--- config.mk ---
export PLATFORM = sky130hd
export DESIGN_NAME = multicycle_controller
export DESIGN_NICKNAME = d
export VERILOG_FILES = /design/src/rtl/multicycle_controller.sv
export SDC_FILE = /design/constraint.sdc
export NUM_CORES = 1
export LEC_CHECK = 0
export CAP_MARGIN = 20
export CELL_PAD_IN_SITES_DETAIL_PLACEMENT = 2
export CELL_PAD_IN_SITES_GLOBAL_PLACEMENT = 2
export CORE_MARGIN = 2
export CORE_UTILIZATION = 16
export DETAILED_ROUTE_END_ITERATION = 12
export GPL_ROUTABILITY_DRIVEN = 0
export PLACE_DENSITY = 0.71
export SLEW_MARGIN = 15
export SYNTH_ARGS = -nofsm -noshare
export SYNTH_HDL_FRONTEND = slang
export SYNTH_SLANG_ARGS = --single-unit
--- constraint.sdc ---
create_clock -name clk -period 1.7 [get_ports clk]
set_input_delay 0.51 -clock clk [delete_from_list [all_inputs] [get_ports clk]]
set_output_delay 0.51 -clock clk [all_outputs]
set_load 0.01 [all_outputs]
--- src/rtl/multicycle_controller.sv ---
`default_nettype none
// +----------------------------------------------------------------------------+
// | multicycle_controller: control FSM for a multi-cycle RISC-V datapath that  |
// | shares one ALU and one memory across all steps of an instruction.          |
// | Revision: 1.0                                                              |
// +----------------------------------------------------------------------------+
module multicycle_controller #(
  parameter bit TRAP_ON_ILLEGAL = 1'b1
) (
  input  logic       clk,
  input  logic       rst,
  input  logic [6:0] opcode,
  input  logic [2:0] func3,
  input  logic [6:0] func7,
  input  logic       zero,
  input  logic       sign,
  input  logic       mem_ready,
  output logic       PCWrite,
  output logic       AdrSrc,
  output logic       MemWrite,
  output logic       IRWrite,
  output logic       RegWrite,
  output logic [1:0] ResultSrc,
  output logic [1:0] ALUSrcA,
  output logic [1:0] ALUSrcB,
  output logic [2:0] ALUControl,
  output logic [2:0] ImmSrc,
  output logic [3:0] state,
  output logic       trap
);

  typedef enum logic [3:0] {
    S_FETCH    = 4'd0,
    S_DECODE   = 4'd1,
    S_MEMADR   = 4'd2,
    S_MEMREAD  = 4'd3,
    S_MEMWB    = 4'd4,
    S_MEMWRITE = 4'd5,
    S_EXECR    = 4'd6,
    S_EXECI    = 4'd7,
    S_ALUWB    = 4'd8,
    S_BRANCH   = 4'd9,
    S_JUMP     = 4'd10,
    S_JALR     = 4'd11,
    S_LUI      = 4'd12,
    S_ILLEGAL  = 4'd15
  } state_t;

  localparam logic [6:0] c_op_load   = 7'b0000011;
  localparam logic [6:0] c_op_store  = 7'b0100011;
  localparam logic [6:0] c_op_rtype  = 7'b0110011;
  localparam logic [6:0] c_op_itype  = 7'b0010011;
  localparam logic [6:0] c_op_branch = 7'b1100011;
  localparam logic [6:0] c_op_jal    = 7'b1101111;
  localparam logic [6:0] c_op_jalr   = 7'b1100111;
  localparam logic [6:0] c_op_lui    = 7'b0110111;

  localparam logic [2:0] c_alu_add = 3'b000;
  localparam logic [2:0] c_alu_sub = 3'b001;
  localparam logic [2:0] c_alu_and = 3'b010;
  localparam logic [2:0] c_alu_or  = 3'b011;
  localparam logic [2:0] c_alu_slt = 3'b100;
  localparam logic [2:0] c_alu_xor = 3'b101;

  localparam logic [2:0] c_imm_i = 3'b000;
  localparam logic [2:0] c_imm_s = 3'b001;
  localparam logic [2:0] c_imm_b = 3'b010;
  localparam logic [2:0] c_imm_j = 3'b011;
  localparam logic [2:0] c_imm_u = 3'b100;

  state_t r_state;
  state_t w_next;
  logic   w_f3_alu_ok;
  logic   w_f3_br_ok;
  logic   w_f7_ok;

  function automatic logic [2:0] alu_decode(input logic [2:0] f3);
    case (f3)
      3'b111:  return c_alu_and;
      3'b110:  return c_alu_or;
      3'b010:  return c_alu_slt;
      3'b100:  return c_alu_xor;
      default: return c_alu_add;
    endcase
  endfunction

  assign w_f3_alu_ok = (func3 == 3'b000) || (func3 == 3'b111) || (func3 == 3'b110) ||
                       (func3 == 3'b010) || (func3 == 3'b100);
  assign w_f3_br_ok  = (func3 == 3'b000) || (func3 == 3'b001) ||
                       (func3 == 3'b100) || (func3 == 3'b101);
  assign w_f7_ok     = (func7 == 7'b0000000) || ((func7 == 7'b0100000) && (func3 == 3'b000));

  always_ff @(posedge clk or negedge rst) begin
    if (!rst) r_state <= S_FETCH;
    else      r_state <= w_next;
  end

  always_comb begin
    w_next     = S_FETCH;
    PCWrite    = 1'b0;
    AdrSrc     = 1'b0;
    MemWrite   = 1'b0;
    IRWrite    = 1'b0;
    RegWrite   = 1'b0;
    ResultSrc  = 2'b00;
    ALUSrcA    = 2'b00;
    ALUSrcB    = 2'b00;
    ALUControl = c_alu_add;
    ImmSrc     = c_imm_i;
    trap       = 1'b0;
    case (r_state)
      S_FETCH: begin
        ALUSrcB   = 2'b10;
        ResultSrc = 2'b10;
        IRWrite   = mem_ready;
        PCWrite   = mem_ready;
        w_next    = mem_ready ? S_DECODE : S_FETCH;
      end
      S_DECODE: begin
        // ALUOut = OldPC + imm gives the branch/jal target ahead of time
        ALUSrcA = 2'b01;
        ALUSrcB = 2'b01;
        ImmSrc  = (opcode == c_op_jal) ? c_imm_j : c_imm_b;
        case (opcode)
          c_op_load, c_op_store: w_next = S_MEMADR;
          c_op_rtype:  w_next = (w_f3_alu_ok && w_f7_ok) ? S_EXECR : S_ILLEGAL;
          c_op_itype:  w_next = w_f3_alu_ok ? S_EXECI : S_ILLEGAL;
          c_op_branch: w_next = w_f3_br_ok ? S_BRANCH : S_ILLEGAL;
          c_op_jal:    w_next = S_JUMP;
          c_op_jalr:   w_next = S_JALR;
          c_op_lui:    w_next = S_LUI;
          default:     w_next = S_ILLEGAL;
        endcase
      end
      S_MEMADR: begin
        ALUSrcA = 2'b10;
        ALUSrcB = 2'b01;
        ImmSrc  = (opcode == c_op_load) ? c_imm_i : c_imm_s;
        w_next  = (opcode == c_op_load) ? S_MEMREAD : S_MEMWRITE;
      end
      S_MEMREAD: begin
        AdrSrc = 1'b1;
        w_next = mem_ready ? S_MEMWB : S_MEMREAD;
      end
      S_MEMWB: begin
        ResultSrc = 2'b01;
        RegWrite  = 1'b1;
      end
      S_MEMWRITE: begin
        AdrSrc   = 1'b1;
        MemWrite = 1'b1;
        w_next   = mem_ready ? S_FETCH : S_MEMWRITE;
      end
      S_EXECR: begin
        ALUSrcA    = 2'b10;
        ALUControl = ((func3 == 3'b000) && func7[5]) ? c_alu_sub : alu_decode(func3);
        w_next     = S_ALUWB;
      end
      S_EXECI: begin
        ALUSrcA    = 2'b10;
        ALUSrcB    = 2'b01;
        ALUControl = alu_decode(func3);
        w_next     = S_ALUWB;
      end
      S_ALUWB: begin
        RegWrite = 1'b1;
      end
      S_BRANCH: begin
        ALUSrcA    = 2'b10;
        ALUControl = c_alu_sub;
        case (func3)
          3'b000:  PCWrite = zero;
          3'b001:  PCWrite = !zero;
          3'b100:  PCWrite = sign;
          3'b101:  PCWrite = !sign;
          default: PCWrite = 1'b0;
        endcase
      end
      S_JUMP: begin
        // PC <= ALUOut (target) while the ALU forms the link value OldPC + 4
        ALUSrcA = 2'b01;
        ALUSrcB = 2'b10;
        PCWrite = 1'b1;
        w_next  = S_ALUWB;
      end
      S_JALR: begin
        ALUSrcA = 2'b10;
        ALUSrcB = 2'b01;
        w_next  = S_JUMP;
      end
      S_LUI: begin
        ALUSrcA = 2'b11;
        ALUSrcB = 2'b01;
        ImmSrc  = c_imm_u;
        w_next  = S_ALUWB;
      end
      S_ILLEGAL: begin
        trap   = 1'b1;
        w_next = TRAP_ON_ILLEGAL ? S_ILLEGAL : S_FETCH;
      end
      default: w_next = S_FETCH;
    endcase
  end

  assign state = r_state;

endmodule
`default_nettype wire
==> reports/results.tsv, run 1 <==
stage	metric	value	unit
outcome	status	finished, violations left	
outcome	violations	setup timing	
yosys	syn_avg_cell_area	6.65	um2
clocking	h-tree-depth	1	
worst_setup_path	setup.worst_path.end_class	output port	
grt	grt_overflow	0	
pwr	pwr-share-comb	87.9	%
yosys	synth_mux_area_share	1.34	%
drt	ant_nets	0	
sta	fmax	466	MHz
drt	avgRoutedWirePerCell	23.3	um
yosys	yosys.area_share.simple	44.0	%
drt	viasPerCell	5.26	
pwr	switching_share	44.4	%
yosys	synth_enable_flop_cells	0	
worst_setup_path	arrival	1640	ps
drt	first_pass_iters	4	
clocking	clock_sinks	4	
sta	slew_headroom	62.9	%
yosys	ys_top_cells_by_area	dfrtp_1 (13%), nor2_1 (7.1%), and3_1 (4.2%)	
cells_and_area	fill_cells	467	
worst_setup_path	path_max_fanout	5	
clocking	root_buffer	clkbuf_8	
sta	skew	4.36	ps
yosys	synthAdderAreaFrac	0	%
cells_and_area	regArea	104	um2
grt	grt_pass1_wl	9380	um
yosys	synth_top_area_share	13.4	%
grt	grt_max_degree	11	
sta	setup_slack	-445	ps
die	core	4410	um2
sta	tightest_slew	551	ps
worst_setup_path	cp_top_family	simple AND/OR/NAND/NOR gates	
pwr	p_leak	1.03	nW
grt	grt_use_total	23.6	%
pwr	power.density	1750	nW/um2
cells_and_area	syn2layout_area_growth	189	%
yosys	synth_nets	134	
clocking	insertion_delay	230	ps
hold_path	hold_class	in2async	
sta	rsz0062_at_grt	yes	
sta	finalHoldViolations	0	
clocking	cts_tree	yes	
worst_setup_path	reg2reg_setup_slack	-230	ps
pwr	max-vdd-ir-drop	0.000977	V
yosys	synth-xor-area-share	3.53	%
pwr	p_int	0.00210	W
grt	antenna_found_initial	0	
pwr	pwr-share-seq	6.1	%
clocking	clockBufferDepth	2	
yosys	yosysTopAreaCell	dfrtp_1	
pwr	clockPowerShare	6.0	%
worst_setup_path	worst_setup_path_start_kind	flop	
die	die-area	5210	um2
cells_and_area	fin_nets	246	
worst_setup_path	crit_required	1190	ps
worst_setup_path	cp_cell_sequence	buf_4 > or4b_4 > o22ai_4 > buf_6	
yosys	ys_types	42	
yosys	synth-seq-cells	4	
die	rows	24	
sta	period_minus_slack	2150	ps
sta	hold_ws	499	ps
yosys	async_reset_ff_share	100	%
yosys	netlist_area	744	um2
pwr	switchingPower	0.00167	W
die	ios	44	
placed_design	dp_hpwl	3350	um
placed_design	placed_cells	237	
cells_and_area	multi_input_area	855	um2
yosys	synth_top_family_by_area	simple AND/OR/NAND/NOR gates	
worst_setup_path	reg2reg_to	state[0]	
yosys	postSynthCellCount	112	
yosys	ys_seq_area_share	13.4	%
drt	finalWirelength	6410	um
sta	period_share	126	%
worst_setup_path	slowest_delay	530	ps
worst_setup_path	r2r_cells	7	
die	dieHeight	72.2	um
worst_setup_path	cp_slowest_cell	or4b_4	
clocking	cts_buffers	3	
yosys	synthFlopType	dfrtp_1	
placed_design	io_buffer_count	43	
job	cap_viol_max_count	0	
worst_setup_path	critical_path_buf_inv_count	2	
die	die_w	72.2	um
drt	drcViolationCount	0	
worst_setup_path	path_class	reg2out	
die	initial_core_util	16.9	%
cells_and_area	antenna_cells	0	
drt	vias	1446	
yosys	synth_compound_area_share	29.1	%
cells_and_area	drive_gt1_share	69.5	%
cells_and_area	largest_reg_flops	4	
sta	setup_viol	22	
grt	grt_pass1_vias	1658	
sta	slew_violations	0	
worst_setup_path	r2r_start	state[2]	
cells_and_area	fin_cells	275	
clocking	clk_pin_slew	40	ps
placed_design	dp_slack	-1080	ps
yosys	yosysWarnings	0	
drt	drt_iter0_drc	59	
## metal layers
layer,wire length [um],up-vias,GRT usage [%]
met5,0,-,0
met4,97,0,5.03
met3,268,9,1.94
met2,3550,60,45.4
met1,2490,730,28.3
li1,-,647,-
## Yosys cell counts, types with 2 or more instances
library cell and n:
and2_1 2, a21o_1 2, a32oi_1 2, a21boi_0 2, o31ai_1 2, a21oi_1 6, nor2b_1 2, nand2b_1 4
nor2_1 14, dfrtp_1 4, and3_1 5, o21ai_0 4, nor3_1 6, o2111ai_1 2, or4b_4 2, o22ai_1 2
xor2_1 2, or4_1 2, nand3_1 6, inv_1 5, nand2_1 8, clkbuf_1 7, a31oi_1 2
## worst reg2reg max path: cells and delay by family (launching register included)
kind,cells,cell delay [ps]
compound gates,2,410
flops,1,470
buf+inv,3,370
simple gates,2,570
## cell usage in the layout, fill, tap and decap left out, drive strengths merged, types with 3 or more instances in the layout
cell type      instances
clkdlybuf4s15          3
nor3                   6
nand2b                 4
a21oi                  6
buf                   99
dfrtp                  4
o21ai                  4
clkbuf                 5
nor2                  14
nand3                  6
nand2                  8
dlygate4sd2           10
and3                   5
clkdlybuf4s50          3
inv                    4
## repair_timing
action | in CTS | in global routing
gates cloned | 1 | 0
hold buffers | 0 | 0
endpoints found under the setup margin | 26 | 24
buffers inserted | 30 | 7
pin swaps | 29 | 13
gates resized for setup | 198 | 28
## how the worst max path moves through the flow
stage / cells past startpoint / slack (ps) / start / to
CTS: 4 / -390 / state[0] / ImmSrc[0]
global route: 7 / -490 / state[3] / ALUSrcB[0]
detailed placement: 5 / -1080 / func3[2] / PCWrite
finish: 4 / -450 / state[2] / ImmSrc[0]
global placement: 5 / -1000 / opcode[6] / ImmSrc[0]
floorplan: 4 / -100 / func3[2] / PCWrite
## power by group through the flow
stage          Combinational [W]  Sequential [W]  Clock [W]
2_1_floorplan           0.000848        0.000214          0
3_3_place_gp             0.00195        0.000204          0
3_5_place_dp             0.00201        0.000215          0
4_1_cts                  0.00291        0.000207   0.000218
5_1_grt                  0.00348        0.000236   0.000244
6_report                 0.00331        0.000231   0.000225
## metrics by stage
step	area [um2]	util, %	TNS, ps	total power (W)
2_1_floorplan	801	-	-139	0.00106
3_3_place_gp	1550	35.2	-11530	0.00215
3_5_place_dp	1550	35.2	-12590	0.00223
4_1_cts	2050	46.4	-4630	0.00333
5_1_grt	2150	48.8	-6990	0.00396
6_report	2150	48.8	-5930	0.00377
## cells by family after synthesis
family,after synthesis
xor gates and xnor gates,3
muxes,1
DFF,4
and+or+nand+nor,59
buffers and inverters,14
AOI/OAI and AO/OA,31
## layout make-up
cell class,count,share of cell area [%]
clock buffers,4,2.09
well taps,52,3.02
multi-input cells,94,39.7
flip-flops and latches,4,4.82
inverters,5,1.45
repair buffers,116,49.0
Power figures use the tool's default switching activity.
==> run 2, diff against run 1 <==
CTS_CLUSTER_SIZE = 28   (was default)
==> results of run 2 <==
Same layout as run 1: the final DEF is identical, and so are final timing and power.
==> RTL edit (config.mk and constraints of run 2) <==
Set the parameter `TRAP_ON_ILLEGAL` to 1'b0 (it was 1'b1).
--- a/src/rtl/multicycle_controller.sv
+++ b/src/rtl/multicycle_controller.sv
@@ -7,3 +7,3 @@
 module multicycle_controller #(
-  parameter bit TRAP_ON_ILLEGAL = 1'b1
+  parameter bit TRAP_ON_ILLEGAL = 1'b0
 ) (
Formal check against the unedited RTL: not equivalent (Yosys sat finds a counterexample within 4 cycles, from zero or initial values and one cycle with rst low).
==> RTL edit against run 2 <==
- via count is 3.5% lower
- highest routed layer unchanged
- final area is 3.9% higher
- sequential cell count did not move
- die area shrank 2.5%
- routed wire length grew 11%
- final cell count increased by 2.2%
- total power down 10%
- area after synthesis decreased by 2.7%
- the run still ends with negative setup slack left
- worst setup slack got worse by 38 ps
- register-to-register slack better by 290 ps
==> RTL edit: results (changes against run 2) <==
Non-CTS inverters: 6 (+1)
sequential-to-total area share from yosys stat: 13.8% (+0.37 points)
GR Util All Layers: 25.7% (+2.1 points)
main area contributors after synthesis: dfrtp_1, nor2_1, nand2_1, nor3_1, o221ai_2
Final Net Count: 252 (+2.4%)
Pleak: 1.01 nW (-1.8%)
layout cells sized above 1: 76.0% (+6.5 points)
Pwr Density: 1520 nW/µm² (-13%)
status: finished, violations left
failing checks: negative setup slack
Setup violations, final: 19 (-14%)
placed cells: 241 (+1.7%)
multi-input gates: 92 (-2.1%)
Synth Instances: 107 (-4.5%)
Worst R2R End: state[2]$_DFF_PN0_
Via Count: 1,396 (-3.5%)
Crit-path slowest cell: clkdlybuf4s50_1
number of vias per cell: 4.97 (-5.5%)
Min Hold Slack: 539 ps (+40.3 ps)
Starting DRT DRC Count: 40 (-32%)
flop-to-flop setup slack: 60 ps (+290 ps)
first-pass GRT wire length: 9600 µm (+2.3%)
skew final: 5.01 ps (+0.654 ps)
Clock-cell share: 2.01% (-0.078 points)
Synth Net Count: 129 (-3.7%)
Netlist cell types: 45 (+7.1%)
Sw Ratio: 47.1% (+2.7 points)
CP endpoint: PCWrite
final worst-path setup slack: -483 ps (-37.9 ps)
area post-placement: 1570 µm² (+1.4%)
==> RTL edit: per-layer routing <==
layer / up-vias / global-route usage, % / share of wire [%]
li1: 641 / - / -
met1: 701 / 26.7 / 38
met5: - / 0 / 0
met3: 15 / 3.52 / 3.3
met2: 39 / 52.1 / 56
met4: 0 / 7.97 / 2.6
==> RTL edit: cell families (layout without fill, tap and decap cells) <==
family	Yosys count	in the layout	synth area share, %
XOR/XNOR	4	4	4.84
flip-flops	4	4	13.8
AO/OA/AOI/OAI	31	31	33.7
buffers and inverters	11	133	6.39
multiplexers	2	2	2.76
AND/OR/NAND/NOR	55	55	38.5
==> RTL edit: critical path: cells and delay by family <==
family                    cells  cell delay, ps
AOI/OAI and AO/OA             1              70
xor gates and xnor gates      1             270
buffers and inverters         2             570
muxes                         1             240
==> RTL edit: repair_timing <==
item | 4_1_cts | 5_1_grt
pin swaps | 18 | 16
resized for setup | 184 | 46
hold endpoints to repair | 0 | 0
setup endpoints to repair | 26 | 24
hold buffers | 0 | 0
buffers inserted | 28 | 10
